## config.mk

```make
export PLATFORM = sky130hd
export DESIGN_NAME = sram_mem_controller
export DESIGN_NICKNAME = d
export VERILOG_FILES = /design/src/rtl/sram_mem_controller.sv
export SDC_FILE = /design/constraint.sdc
export NUM_CORES = 1
export LEC_CHECK = 0
export CAP_MARGIN = 20
export CORE_MARGIN = 10
export CORE_UTILIZATION = 46
export CTS_CLUSTER_SIZE = 24
export DETAILED_ROUTE_END_ITERATION = 6
export MAX_ROUTING_LAYER = met4
export PLACE_DENSITY_LB_ADDON = 0.2
export SYNTH_ARGS = -nofsm -noshare
export SYNTH_HDL_FRONTEND = slang
export SYNTH_SLANG_ARGS = --single-unit
```

## constraint.sdc

```tcl
create_clock -name clk -period 2.2 [get_ports clk]
set_input_delay 0.44 -clock clk [delete_from_list [all_inputs] [get_ports clk]]
set_output_delay 0.44 -clock clk [all_outputs]
set_load 0.03 [all_outputs]
```

## src/rtl/sram_mem_controller.sv

```systemverilog
// Sequences 32-bit MEM-stage loads/stores onto a 16-bit asynchronous SRAM as
// two halfword cycles plus fixed wait padding; ready low freezes the pipeline.
module sram_mem_controller #(
  parameter logic [31:0] BASE_ADDR   = 32'd1024,
  parameter int unsigned WAIT_CYCLES = 3,
  parameter int unsigned SRAM_AW     = 18
) (
  input  logic               clk,
  input  logic               rst,
  input  logic               rd_en,
  input  logic               wr_en,
  input  logic [31:0]        address,
  input  logic [31:0]        writeData,
  output logic [31:0]        readData,
  output logic               ready,
  output logic [SRAM_AW-1:0] sram_addr,
  output logic [15:0]        sram_dq_out,
  input  logic [15:0]        sram_dq_in,
  output logic               sram_dq_oe,
  output logic               sram_we_n
);

  localparam int unsigned IDX_W    = SRAM_AW - 1;
  localparam logic [3:0]  CNT_LAST = 4'(WAIT_CYCLES - 1);

  typedef enum logic [2:0] {S_IDLE, S_LO, S_HI, S_WAIT, S_DONE} state_e;

  state_e           state_q, state_d;
  logic [3:0]       cnt_q, cnt_d;
  logic             is_wr_q, is_wr_d;
  logic [IDX_W-1:0] idx_q, idx_d;
  logic [31:0]      wdata_q, wdata_d;
  logic [15:0]      lo_buf_q, lo_buf_d;
  logic [31:0]      rdata_q, rdata_d;

  always_ff @(posedge clk or negedge rst) begin
    if (!rst) begin
      state_q  <= S_IDLE;
      cnt_q    <= '0;
      is_wr_q  <= 1'b0;
      idx_q    <= '0;
      wdata_q  <= '0;
      lo_buf_q <= '0;
      rdata_q  <= '0;
    end else begin
      state_q  <= state_d;
      cnt_q    <= cnt_d;
      is_wr_q  <= is_wr_d;
      idx_q    <= idx_d;
      wdata_q  <= wdata_d;
      lo_buf_q <= lo_buf_d;
      rdata_q  <= rdata_d;
    end
  end

  always_comb begin
    state_d  = state_q;
    cnt_d    = cnt_q;
    is_wr_d  = is_wr_q;
    idx_d    = idx_q;
    wdata_d  = wdata_q;
    lo_buf_d = lo_buf_q;
    rdata_d  = rdata_q;
    case (state_q)
      S_IDLE: begin
        if (rd_en || wr_en) begin
          // Write wins when both requests are raised together.
          is_wr_d = wr_en;
          idx_d   = IDX_W'((address - BASE_ADDR) >> 2);
          wdata_d = writeData;
          state_d = S_LO;
        end
      end
      S_LO: begin
        if (!is_wr_q) lo_buf_d = sram_dq_in;
        state_d = S_HI;
      end
      S_HI: begin
        if (!is_wr_q) rdata_d = {sram_dq_in, lo_buf_q};
        cnt_d   = '0;
        state_d = S_WAIT;
      end
      S_WAIT: begin
        cnt_d = cnt_q + 4'd1;
        if (cnt_q == CNT_LAST) state_d = S_DONE;
      end
      S_DONE:  state_d = S_IDLE;
      default: state_d = S_IDLE;
    endcase
  end

  always_comb begin
    sram_addr   = '0;
    sram_dq_out = '0;
    sram_dq_oe  = 1'b0;
    sram_we_n   = 1'b1;
    case (state_q)
      S_LO: begin
        sram_addr = {idx_q, 1'b0};
        if (is_wr_q) begin
          sram_dq_out = wdata_q[15:0];
          sram_dq_oe  = 1'b1;
          sram_we_n   = 1'b0;
        end
      end
      S_HI: begin
        sram_addr = {idx_q, 1'b1};
        if (is_wr_q) begin
          sram_dq_out = wdata_q[31:16];
          sram_dq_oe  = 1'b1;
          sram_we_n   = 1'b0;
        end
      end
      S_WAIT, S_DONE: sram_addr = {idx_q, 1'b1};
      default: ;
    endcase
    ready    = ((state_q == S_IDLE) && !rd_en && !wr_en) || (state_q == S_DONE);
    readData = rdata_q;
  end

endmodule

```

==> parameters.txt <==
Parameter                              Value

Status
  Run status ... complete, no violations

Clocking
  Num CTS Buffers ... 9
  Later-pin clock latency in the skew report ... roughly 350 ps
  Root buffer cell ... sky130_fd_sc_hd__clkbuf_8
  CTS Hold Buffers Added ... 0
  Clock edge transition at the registers on the reported setup and hold paths ... between 100 and 150 ps
  Number of H-tree levels ... 3
  Total clock sinks ... between 100 and 150
  TritonCTS clock tree ... done
  Maximum buffer depth of the clock tree ... 2

Drt
  Per-cell via count in the routed design ... between 5 and 6
  Via total after detailed routing ... around 3.2k
  Count of antenna-violating nets left after detailed routing ... 0
  Average wire per cell in the routed design ... between 15 and 20 microns
  Final routed DRC violation total ... 0
  Final wirelength ... ~11000 microns
  TritonRoute pass-1 iters ... 4
  DRT iter0 DRCs ... between 100 and 150

Place
  Final RePlAce weighted congestion ... 0.845
  Number of cells in the design after placement ... around 600
  DPL Wire Length ... about 8300 microns
  Worst slack after detailed placement ... -38.8 ps
  Count of input and output buffers ... between 100 and 150

Global routing
  Number of global-route vias before repair ... about 3.5k
  Pin count of the biggest net entering global routing ... 50
  Met3 capacity usage during global routing ... 0.0450
  Global-route track usage on met1 ... 0.194
  Grt total ovfl ... 0
  Global-route layer with the greatest usage ... met2
  Global routing usage on met2 ... 0.241
  GR Util All Layers ... 0.156
  Wire length of the first global-routing pass ... 17900 microns
  Initial antenna violation count ... 0

Setup path
  Kind of cell adding the most delay to the critical path ... buffers and inverters
  Required time worst endpoint ... between 1500 and 2000 ps
  Library cell contributing the largest single delay on the critical path ... sky130_fd_sc_hd__dfrtp_2
  Classification of the worst setup path ... reg2out
  Critical-path cell list ... nor3b_4 -> buf_6 -> buf_12 -> a22oi_2 -> nor2b_1 -> buf_4
  Worst Path Max Fanout ... 8
  Worst endpoint data arrival time ... between 1500 and 2000 ps
  Kind of start point of the critical path ... register
  Largest incremental delay on the critical path ... 460 ps
  Crit end category ... output port
  Buf+Inv Stages, Crit Path ... 3

Layout
  # diodes ... 0
  Final nets ... between 500 and 600
  Proportion of layout cells with a drive suffix above 1 ... 0.348
  Synth-to-Final Area Change ... 40.5%
  Final instance count without filler cells ... 636
  Sequential standard cell area ... roughly 2600 sq um
  Multi-input gate area in the final layout ... 1900 sq um
  Fill count ... ~760

Floorplanning
  Die ar. ... 14400 sq um
  Ports placed on the boundary ... 153
  Die width ... 120 microns
  Vertical extent of the die ... between 100 and 150 microns
  Placeable core area ... 9770 sq um
  Number of cell rows ... 36
  Initial Utilization ... 0.472

STA
  Max_slew headroom ... 0.632
  Minimum setup slack in the final design ... about 50 ps
  Hold WS ... 34.7 ps
  RSZ-0062 raised after global routing ... yes
  Achievable clock frequency ... between 400 and 500 MHz
  Period Utilization, post-route ... 0.977
  Final hold violation count ... 0
  Clock tree skew after final layout ... between 15 and 20 ps
  Final setup viols ... 0
  Final Slew Violations ... 0
  Slew at the pin closest to its max-slew limit ... about 550 ps
  Fin crit period ... ~2100 ps

Pwr
  Power per standard cell area ... around 1500 nW/um^2
  Leakage power ... 2.67 nW
  Maximum vdd drop ... approximately 1.1 mV

Synthesis
  Share of Yosys cell area claimed by the top area cell type ... 0.570
  Gate count after technology mapping ... about 340
  Most used standard cells in the synthesized netlist ... 105 x sky130_fd_sc_hd__dfrtp_1, 79 x sky130_fd_sc_hd__mux2_2, 19 x sky130_fd_sc_hd__nor2b_1, 17 x sky130_fd_sc_hd__and2_1, 16 x sky130_fd_sc_hd__a22oi_1
  Proportion of register bits with asynchronous set or reset after synthesis ... 1.00
  Register area share after synthesis ... 0.570
  Number of warnings printed during yosys synthesis ... 0
  Yosys top cell by area ... sky130_fd_sc_hd__dfrtp_1
  Library cell with the highest instance count after synthesis ... sky130_fd_sc_hd__dfrtp_1
  Post-Syn Nets ... around 430
  Unique cell type count in the Yosys netlist ... 41
  Post-Syn Area per Cell ... approximately 13 sq um
  Cells taking the most area after synthesis ... sky130_fd_sc_hd__dfrtp_1 57%, sky130_fd_sc_hd__mux2_2 19%, sky130_fd_sc_hd__mux2_1 2.7%, sky130_fd_sc_hd__a22oi_1 2.6%, sky130_fd_sc_hd__nor2b_1 2.6%
  Post-synth design cell area ... between 4000 and 5000 sq um
  EDFF count, synth ... 0
  Most frequently used flop master after synthesis ... sky130_fd_sc_hd__dfrtp_1
  Post-synthesis register bit count ... ~110

Hold path
  Worst hold path class ... in2async

Job
  # Max-Cap Violations ... 0
sequential cells by signal, indices dropped and copies added (netlist names):
signal    count
wdata_q      32
is_wr_q       1
readData     32
cnt_q         4
lo_buf_q     16
idx_q        17
state_q       3
kinds of logic (layout without fill, tap and decap cells):
group | count (synthesis) | count (layout) | synth area share
AO/OA/AOI/OAI | 48 | 48 | 0.0705
XOR/XNOR | 2 | 2 | 0.00380
adder cells (fa/ha/maj) | 3 | 3 | 0.00814
buffers and inverters | 25 | 186 | 0.0325
flip-flops | 105 | 105 | 0.570
multiplexers | 90 | 90 | 0.220
AND/OR/NAND/NOR | 69 | 69 | 0.0957
routing by layer:
metal  routed length [microns]  up-vias
li1                          -     1526
met1                      4930     1604
met2                      5210      102
met3                       738       11
met4                       178        0
met5                         0        -
worst paths after layout:
path	from	end	slack, ps	depth (start not counted)
max in group asynchronous	rst	lo_buf_q[13]	1440	2
hold / removal	rst	readData[18]	30	1
setup / recovery	state_q[0]	sram_dq_out[6]	50	6
setup reg to reg	state_q[2]	wdata_q[9]	170	5
min in group clk	lo_buf_q[14]	lo_buf_q[14]	490	1
hold reg to reg	lo_buf_q[14]	lo_buf_q[14]	490	1
per-stage QoR:
step | utilization | setup TNS (ps) | power, W | cell area, sq um
global placement | 0.628 | -32.9 | 0.00841 | 6140
finish | 0.663 | 0 | 0.00976 | 6480
CTS | 0.657 | -1.95 | 0.00979 | 6420
floorplan | - | 0 | 0.00655 | 4610
detailed placement | 0.628 | -96.4 | 0.00856 | 6140
global route | 0.663 | -394 | 0.0104 | 6480
cell type report:
cell class                      count  share of cell area
Multi-Input combinational cell    212               0.292
Inverter                            5             0.00290
Sequential cell                   105               0.406
Clock buffer                       10              0.0197
Timing Repair Buffer              165               0.246
Clock inverter                      6             0.00772
Tap cell                          133              0.0257
timing repair:
item                                    4_1_cts  5_1_grt
setup buffers                                 8        1
endpoints found under the setup margin       18       27
gates resized for setup                       7       11
pin swaps                                     0        6
placed cells by master, fill, tap and decap left out, drive strengths merged:
master / count
nor2: 5
a311oi: 1
a31oi: 5
buf: 64
or4: 1
nor3b: 4
dfrtp: 105
ha: 3
nand2b: 5
clkbuf: 10
or4b: 2
dlygate4sd2: 2
a2bb2oi: 1
o21ai: 5
nor4b: 1
and2: 17
clkinv: 3
o41ai: 2
nand3: 1
nand2: 7
o21a: 2
clkinvlp: 1
or3: 2
inv: 7
nor2b: 19
o21bai: 1
nor3: 2
mux2: 90
a22oi: 16
clkdlybuf4s50: 99
or2: 1
and3: 2
a22o: 3
o31ai: 2
xnor2: 2
a21oi: 10
where the power goes:
group / switching [W] / total [W] / leakage (nW) / internal (W)
Clock: 0.000657 / 0.00108 / 0.0888 / 0.000427
Combinational: 0.00267 / 0.00523 / 1.36 / 0.00255
Sequential: 0.000535 / 0.00345 / 1.22 / 0.00291
(Power assumes the default switching activity.)
